<file path="src/rtl/gpio_pkg.sv">
// Shared register-offset constants for the AHB GPIO peripheral.
// Offsets are 3-bit word indices taken from HADDR[4:2].
package gpio_pkg;

    localparam logic [2:0] GPIO_DOUT = 3'd0;
    localparam logic [2:0] GPIO_DIN  = 3'd1;
    localparam logic [2:0] GPIO_OE   = 3'd2;
    localparam logic [2:0] GPIO_SET  = 3'd3;
    localparam logic [2:0] GPIO_CLR  = 3'd4;
    localparam logic [2:0] GPIO_IE   = 3'd5;
    localparam logic [2:0] GPIO_POL  = 3'd6;
    localparam logic [2:0] GPIO_IS   = 3'd7;

    typedef enum logic [2:0] {
        REG_DOUT = GPIO_DOUT,
        REG_DIN  = GPIO_DIN,
        REG_OE   = GPIO_OE,
        REG_SET  = GPIO_SET,
        REG_CLR  = GPIO_CLR,
        REG_IE   = GPIO_IE,
        REG_POL  = GPIO_POL,
        REG_IS   = GPIO_IS
    } gpio_reg_e;

endpackage

</file>
<file path="src/rtl/gpio_sync.sv">
// Pad input conditioning: two-flop synchroniser, history flop and
// per-bit rise/fall detection on the synchronised value.
module gpio_sync #(
    parameter int WIDTH = 8
) (
    input  logic             CLK,
    input  logic             PORESETn,
    input  logic [WIDTH-1:0] d,
    output logic [WIDTH-1:0] q,
    output logic [WIDTH-1:0] rise,
    output logic [WIDTH-1:0] fall
);

    logic [WIDTH-1:0] s1_q;
    logic [WIDTH-1:0] s2_q;
    logic [WIDTH-1:0] prev_q;

    // Synchroniser chain plus one cycle of history for edge detection
    always_ff @(posedge CLK) begin
        if (!PORESETn) begin
            s1_q   <= '0;
            s2_q   <= '0;
            prev_q <= '0;
        end else begin
            s1_q   <= d;
            s2_q   <= s1_q;
            prev_q <= s2_q;
        end
    end

    assign q    = s2_q;
    assign rise = s2_q & ~prev_q;
    assign fall = ~s2_q & prev_q;

endmodule

</file>
<file path="src/rtl/ahb_gpio.sv">
// AHB-Lite GPIO slave: zero-wait-state register file driving the pad
// output/enable lines, synchronised inputs and an edge interrupt.
module ahb_gpio #(
    parameter int WIDTH = 8
) (
    input  logic             CLK,
    input  logic             PORESETn,
    input  logic             HSEL,
    input  logic [31:0]      HADDR,
    input  logic [1:0]       HTRANS,
    input  logic             HWRITE,
    input  logic [2:0]       HSIZE,
    input  logic [31:0]      HWDATA,
    input  logic             HREADY,
    output logic [31:0]      HRDATA,
    output logic             HREADYOUT,
    output logic             HRESP,
    input  logic [WIDTH-1:0] GPIO_I,
    output logic [WIDTH-1:0] GPIO_O,
    output logic [WIDTH-1:0] GPIO_OE,
    output logic             IRQ
);
    import gpio_pkg::*;

    logic             wr_en_q;
    logic             rd_en_q;
    gpio_reg_e        addr_q;
    logic             accept_s;
    logic [WIDTH-1:0] wdata_s;
    logic [WIDTH-1:0] din_s;
    logic [WIDTH-1:0] rise_s;
    logic [WIDTH-1:0] fall_s;
    logic [WIDTH-1:0] edge_s;
    logic [WIDTH-1:0] clr_s;
    logic [WIDTH-1:0] dout_q, dout_d;
    logic [WIDTH-1:0] oe_q, oe_d;
    logic [WIDTH-1:0] ie_q, ie_d;
    logic [WIDTH-1:0] pol_q, pol_d;
    logic [WIDTH-1:0] is_q, is_d;
    logic [31:0]      rdata_s;
    logic             unused_s;

    assign accept_s = HSEL & HTRANS[1] & HREADY;
    assign wdata_s  = HWDATA[WIDTH-1:0];
    assign unused_s = ^{HSIZE, HADDR[31:5], HADDR[1:0], HTRANS[0], HWDATA};

    gpio_sync #(.WIDTH(WIDTH)) u_sync (
        .CLK      (CLK),
        .PORESETn (PORESETn),
        .d        (GPIO_I),
        .q        (din_s),
        .rise     (rise_s),
        .fall     (fall_s)
    );

    assign edge_s = (pol_q & rise_s) | (~pol_q & fall_s);

    // Address-phase capture; a reset here drops any pending data phase
    always_ff @(posedge CLK) begin
        if (!PORESETn) begin
            wr_en_q <= 1'b0;
            rd_en_q <= 1'b0;
            addr_q  <= REG_DOUT;
        end else begin
            wr_en_q <= accept_s & HWRITE;
            rd_en_q <= accept_s & ~HWRITE;
            addr_q  <= accept_s ? gpio_reg_e'(HADDR[4:2]) : REG_DOUT;
        end
    end

    // Data-phase register update; IS set from edges overrides W1C
    always_comb begin
        dout_d = dout_q;
        oe_d   = oe_q;
        ie_d   = ie_q;
        pol_d  = pol_q;
        clr_s  = '0;
        if (wr_en_q) begin
            case (addr_q)
                REG_DOUT: dout_d = wdata_s;
                REG_OE:   oe_d   = wdata_s;
                REG_SET:  dout_d = dout_q | wdata_s;
                REG_CLR:  dout_d = dout_q & ~wdata_s;
                REG_IE:   ie_d   = wdata_s;
                REG_POL:  pol_d  = wdata_s;
                REG_IS:   clr_s  = wdata_s;
                default:  clr_s  = '0;
            endcase
        end else begin
            clr_s = '0;
        end
        is_d = (is_q & ~clr_s) | edge_s;
    end

    // Register file state
    always_ff @(posedge CLK) begin
        if (!PORESETn) begin
            dout_q <= '0;
            oe_q   <= '0;
            ie_q   <= '0;
            pol_q  <= '0;
            is_q   <= '0;
        end else begin
            dout_q <= dout_d;
            oe_q   <= oe_d;
            ie_q   <= ie_d;
            pol_q  <= pol_d;
            is_q   <= is_d;
        end
    end

    // Read mux driven from the registered address so reads see same-cycle writes' results
    always_comb begin
        rdata_s = '0;
        if (rd_en_q) begin
            case (addr_q)
                REG_DOUT: rdata_s[WIDTH-1:0] = dout_q;
                REG_DIN:  rdata_s[WIDTH-1:0] = din_s;
                REG_OE:   rdata_s[WIDTH-1:0] = oe_q;
                REG_IE:   rdata_s[WIDTH-1:0] = ie_q;
                REG_POL:  rdata_s[WIDTH-1:0] = pol_q;
                REG_IS:   rdata_s[WIDTH-1:0] = is_q;
                default:  rdata_s = '0;
            endcase
        end else begin
            rdata_s = '0;
        end
    end

    assign HRDATA    = rdata_s;
    assign HREADYOUT = 1'b1;
    assign HRESP     = 1'b0;
    assign GPIO_O    = dout_q;
    assign GPIO_OE   = oe_q;
    assign IRQ       = |(is_q & ie_q);

endmodule

</file>
<file path="config.mk">
export PLATFORM = sky130hd
export DESIGN_NAME = ahb_gpio
export DESIGN_NICKNAME = d
export VERILOG_FILES = /design/src/rtl/gpio_pkg.sv /design/src/rtl/gpio_sync.sv /design/src/rtl/ahb_gpio.sv
export SDC_FILE = /design/constraint.sdc
export NUM_CORES = 1
export LEC_CHECK = 0
export ABC_CLOCK_PERIOD_IN_PS = 1700
export CAP_MARGIN = 20
export CORE_ASPECT_RATIO = 1.1
export CORE_MARGIN = 4
export CORE_UTILIZATION = 43
export CTS_CLUSTER_SIZE = 8
export DETAILED_ROUTE_END_ITERATION = 6
export HOLD_SLACK_MARGIN = 0.03
export PLACE_DENSITY = 0.88
export SYNTH_ARGS = -nofsm -noshare
export SYNTH_HDL_FRONTEND = slang
export SYNTH_SLANG_ARGS = --single-unit
</file>
<file path="constraint.sdc">
create_clock -name CLK -period 1.7 [get_ports CLK]
set_input_delay 0.34 -clock CLK [delete_from_list [all_inputs] [get_ports CLK]]
set_output_delay 0.34 -clock CLK [all_outputs]
set_load 0.02 [all_outputs]
</file>
* After elaboration in Yosys (flattened, before gate mapping)
Cells that the tools add are included.
** Storage, ports and cells
- Bits of input ports :: 82
- Memory bits (writable) :: 0
- Latch bits :: 0
- Memory bits (read-only) :: 0
- Output and inout port bits :: 51
- Word-level logic and storage cells :: 51
- Flip-flop bits (word level) :: 69
- Memories kept :: 0
** Operators by class
- Divide/modulo/power cells :: 0
- $lt $le $gt $ge :: 0
- $mul :: 0
- Bitwise gates (word level) :: 20
- Reductions and logical operators :: 8
- Equal/unequal tests :: 7
- Shift-type cells :: 0
- $add $sub $neg :: 0
- Multiplexer cells :: 5
** Operators by type and width (number)
- 8-bit bitwise AND :: 7
- 8-bit one-hot mux with 6 select lines :: 1
- 8-bit NOT :: 5
- 8-bit 2-to-1 mux :: 3
- 8-bit bitwise OR :: 3
- 8-bit one-hot mux with 3 select lines :: 1
- 3-bit == test, second input constant :: 4
- 2-bit AND reduction :: 5
- 8-bit OR reduction :: 1
- 3-bit by 2-bit == test with 1-bit output, second input constant :: 2
- 1-bit bitwise AND :: 4
- 3-bit by 1-bit == test with 1-bit output, second input constant :: 1
- 3-bit logical NOT :: 1
- 3-bit nonzero test :: 1
- 1-bit NOT :: 1

* Depth between registers and ports, before layout
- Depth after elaboration :: 6
- Gate-level depth with buffers :: 6
- Mapped depth without buffers :: 3

* Hierarchy
From an unflattened synthesis, not the netlist that was laid out.
** Second synthesis, totals
- Cells, all modules :: 365
- Area total of the unflattened synthesis :: 3405.8 um^2
** By module, submodules not included
- ahb_gpio :: sequential area each 900.9 um^2, cells an instance 299, times used 1, area each 2641.3 um^2
- gpio_sync :: sequential area each 480.5 um^2, cells an instance 66, times used 1, area each 764.5 um^2

* Least setup slack after synthesis
Ideal clock, no wire load.
- Path kind :: register to output
- Start :: reg addr_q[0]
- End :: out HRDATA[6]
- Arrival :: 1536 ps
- Data required time :: 1360 ps
- Cell stages (with the launch flop) :: 7
- Path slack :: -176 ps
- Path buffers :: 3
- Cell sequence :: dfxtp_1 buf_6 buf_6 buf_4 a31oi_1 o21a_1 a211oi_1
** Between the ends
- Word-level cells in the longest chain between the ends :: 3
- Elaborated cells between the ends (all ways) :: 8
- Those cells by class :: eq/ne (5); mux (2); reduce/logical (1)
** RTL lines
- start: declaration :: RTL line ahb_gpio.sv:27 : gpio_reg_e addr_q;
- start signal: assignment :: RTL line ahb_gpio.sv:67 : addr_q <= accept_s ? gpio_reg_e'(HADDR[4:2]) : REG_DOUT;
- 3-bit == test, or another cell as far along :: RTL line ahb_gpio.sv:116 : case (addr_q)
- 8-bit one-hot mux with 6 select lines * :: RTL line ahb_gpio.sv:116
- 8-bit 2-to-1 mux * :: RTL line ahb_gpio.sv:115 : if (rd_en_q) begin
- end: declaration :: RTL line ahb_gpio.sv:15 : output logic [31:0] HRDATA,
Every way passes the cells marked *; elsewhere a longest branch is shown, timed or not.

* Worst setup path after layout
- Start :: reg addr_q[0]
- End :: out HRDATA[5]
Same word-level chain as after synthesis.

==> impl_metrics.env <==
export IMPL_status="complete, but fails checks"
export IMPL_violations="negative setup slack"
export IMPL_place_congestion=0.883
export IMPL_via_per_inst=5.35
export IMPL_ys_types=39
export IMPL_nets=533
export IMPL_critPathMaxFanout=12
export IMPL_cts_buffers=9
export IMPL_met2_usage_pct=34.8
export IMPL_syn_area_sq_um=3280
export IMPL_ys_ff_latch=69
export IMPL_layout_setup_ws_ns=-0.354
export IMPL_drt_pass1_iter_count=4
export IMPL_grt_setup_unrepaired="yes"
export IMPL_io_buffers=49
export IMPL_required_ns=1.36
export IMPL_max_vdd_ir_drop_v=0.000391
export IMPL_die_h_um=99.7
export IMPL_clock_fmax_mhz=487
export IMPL_cts_tree="built"
export IMPL_num_rows=33
export IMPL_syn_inst=345
export IMPL_antenna_found_initial=0
export IMPL_dieArea_sq_um=9100
export IMPL_diodes=0
export IMPL_numClockSinks=69
export IMPL_use_met3_pct=3.48
export IMPL_core_sq_um=7430
export IMPL_setup_worst_path_start_class="register"
export IMPL_path_class="register to output port"
export IMPL_yosysWarnings=0
export IMPL_areaGrowthSynthToFinish_pct=40.8
export IMPL_yosysSeqAreaShare_pct=42.1
export IMPL_crit_path_end_kind="output port"
export IMPL_hold_viol_final=0
export IMPL_start_util_pct=44.2
export IMPL_fillCellCount=573
export IMPL_cts_hold_buf=0
export IMPL_clkLatencyLatePin_ns=0.35
export IMPL_ant_nets=0
export IMPL_place_hpwl_um=6200
export IMPL_wl_per_cell_um=17.3
export IMPL_post_route_period_util_pct=121
export IMPL_track_usage_pct=19.8
export IMPL_synth_edff_count=0
export IMPL_synth_ff_type="dfxtp_1"
export IMPL_num_io_pins=133
export IMPL_maxCapViolations=0
export IMPL_fin_setup_tns_ns=-3.22
export IMPL_clkTransAtPathRegs_ns=0.08
export IMPL_grt_pass1_wl_um=14300
export IMPL_avgSynthCellArea_sq_um=9.52
export IMPL_route_vias_total=2905
export IMPL_use_met1_pct=23.7
export IMPL_wirelength_um=9390
export IMPL_min_period_ns=2.05
export IMPL_hold_path_class="register to register"
export IMPL_grt_busiest_layer="met2"
export IMPL_root_buffer="clkbuf_8"
export IMPL_htree_levels=3
export IMPL_drive_above_1_share_pct=28.9
export IMPL_worst_clock_skew_ns=0.00727
export IMPL_clk_path_buf_depth=2
export IMPL_route_detailed_drc=0
export IMPL_drt_iter0_markers=183
export IMPL_dp_slack_ns=-0.484
export IMPL_powerDensity_nw_per_um2=717
export IMPL_grt_max_degree=52
export IMPL_fp_dieW_um=91.3
export IMPL_synthArstFlopShare_pct=0
export IMPL_p_leak_nw=1.94
export IMPL_grt_overflow_total=0
export IMPL_slew_violations=0
export IMPL_cp_arrival_ns=1.71
export IMPL_setup_viol=19
export IMPL_grt_pass1_vias=2904
==> cells in the final DEF, fill, tap and decap left out, drive strengths merged, types with 2 or more instances in the layout <==
cell type and count:
a21boi 25, a221o 8, a221oi 6, a22oi 5, a31oi 7, and2 28, and4 2, and4b 2
buf 75, clkbuf 12, clkdlybuf4s50 24, clkinv 2, clkinvlp 2, conb 26, dfxtp 69, dlygate4sd2 13
dlymetal6s2s 3, mux2 10, mux2i 15, nand2 40, nand3 2, nand3b 2, nand4b 2, nor2 10
nor2b 17, nor3 6, nor3b 16, o21a 7, o31a 8, or3b 2
==> layout make-up <==
cell class                      count  area (sq um)  share of cell area [%]
Sequential cell                    69          1390                    30.0
Inverter                            2          11.3                   0.244
Multi-Input combinational cell    253          1870                    40.4
Clock buffer                       12           145                    3.14
Clock inverter                      4          47.5                    1.03
Timing Repair Buffer              116          1060                    22.9
Tap cell                           87           109                    2.35
==> kinds of logic after synthesis <==
| kind of cell | share of synthesized area (%) |
|---|---|
| AO/OA/AOI/OAI | 17.3 |
| XOR/XNOR | 0.495 |
| other | 0.229 |
| flip-flops | 42.1 |
| AND/OR/NAND/NOR | 22.6 |
| multiplexers | 8.00 |
| buffers and inverters | 9.33 |
==> path summary, 6_finish.rpt <==
path	startpoint	end	slack, ns	depth (start not counted)
setup reg to reg	addr_q[0]	GPIO_O[7]	-0.06	6
setup / recovery	addr_q[0]	HRDATA[5]	-0.35	6
hold / removal	u_sync.s1_q[4]	u_sync.q[4]	0.43	1
hold reg to reg	u_sync.s1_q[4]	u_sync.q[4]	0.43	1
==> power breakdown <==
group          total (mW)  leakage [nW]  switching (mW)  internal, mW
logic               0.312          1.29           0.163         0.149
clock network        1.33        0.0964           0.619         0.714
registers            1.67         0.562          0.0209          1.65
==> per-stage QoR <==
stage	util [%]	std cells	hold slack [ns]	instance area (sq um)	power, mW
after CTS	60.6	542	0.436	4500	3.30
after global placement	56.8	524	0.418	4220	1.99
after global routing	62.2	543	0.445	4620	3.44
after floorplan	-	369	0.412	3410	1.89
final	62.2	543	0.434	4620	3.32
after detailed placement	56.8	524	0.417	4220	1.99
==> worst max-delay path, stage by stage, from the launching register on <==
cell and delay [ns]:
dfxtp_2 0.34, buf_12 0.14, or3b_4 0.39, nand3_2 0.12
buf_12 0.16, nor3_2 0.05, buf_4 0.16
==> Yosys cell counts, drive strengths merged, types with 7 or more instances <==
cell | count | share of area, %
nand2 | 40 | 4.6
o31a | 8 | 2.1
nor3b | 16 | 3.7
mux2 | 10 | 3.4
mux2i | 15 | 4.6
dfxtp | 69 | 42
o21a | 7 | 1.6
a31oi | 7 | 1.3
buf | 37 | 8.2
a21boi | 25 | 5.8
nor2b | 17 | 3.2
nor2 | 10 | 1.1
and2 | 28 | 5.3
clkbuf | 8 | 0.91
a221o | 8 | 2.4
==> metal layers <==
layer / share of wire, % / vias to the layer above
met5: 0 / -
met2: 50 / 122
met1: 40 / 1372
li1: - / 1381
met3: 7.3 / 30
met4: 2.6 / 0
==> timing repair <==
action | CTS | global route
gates cloned | 1 | 0
endpoints found under the setup margin | 37 | 29
buffers inserted | 1 | 1
pin swaps | 10 | 7
resized for setup | 74 | 23
==> state kept, by name, summed over array words and instances (netlist names) <==
| name | flops |
|---|---|
| u_sync.q | 8 |
| GPIO_O | 8 |
| wr_en_q | 1 |
| u_sync.prev_q | 8 |
| is_q | 8 |
| pol_q | 8 |
| u_sync.s1_q | 8 |
| addr_q | 3 |
| rd_en_q | 1 |
| ie_q | 8 |
| GPIO_OE | 8 |
(Power assumes the default switching activity.)
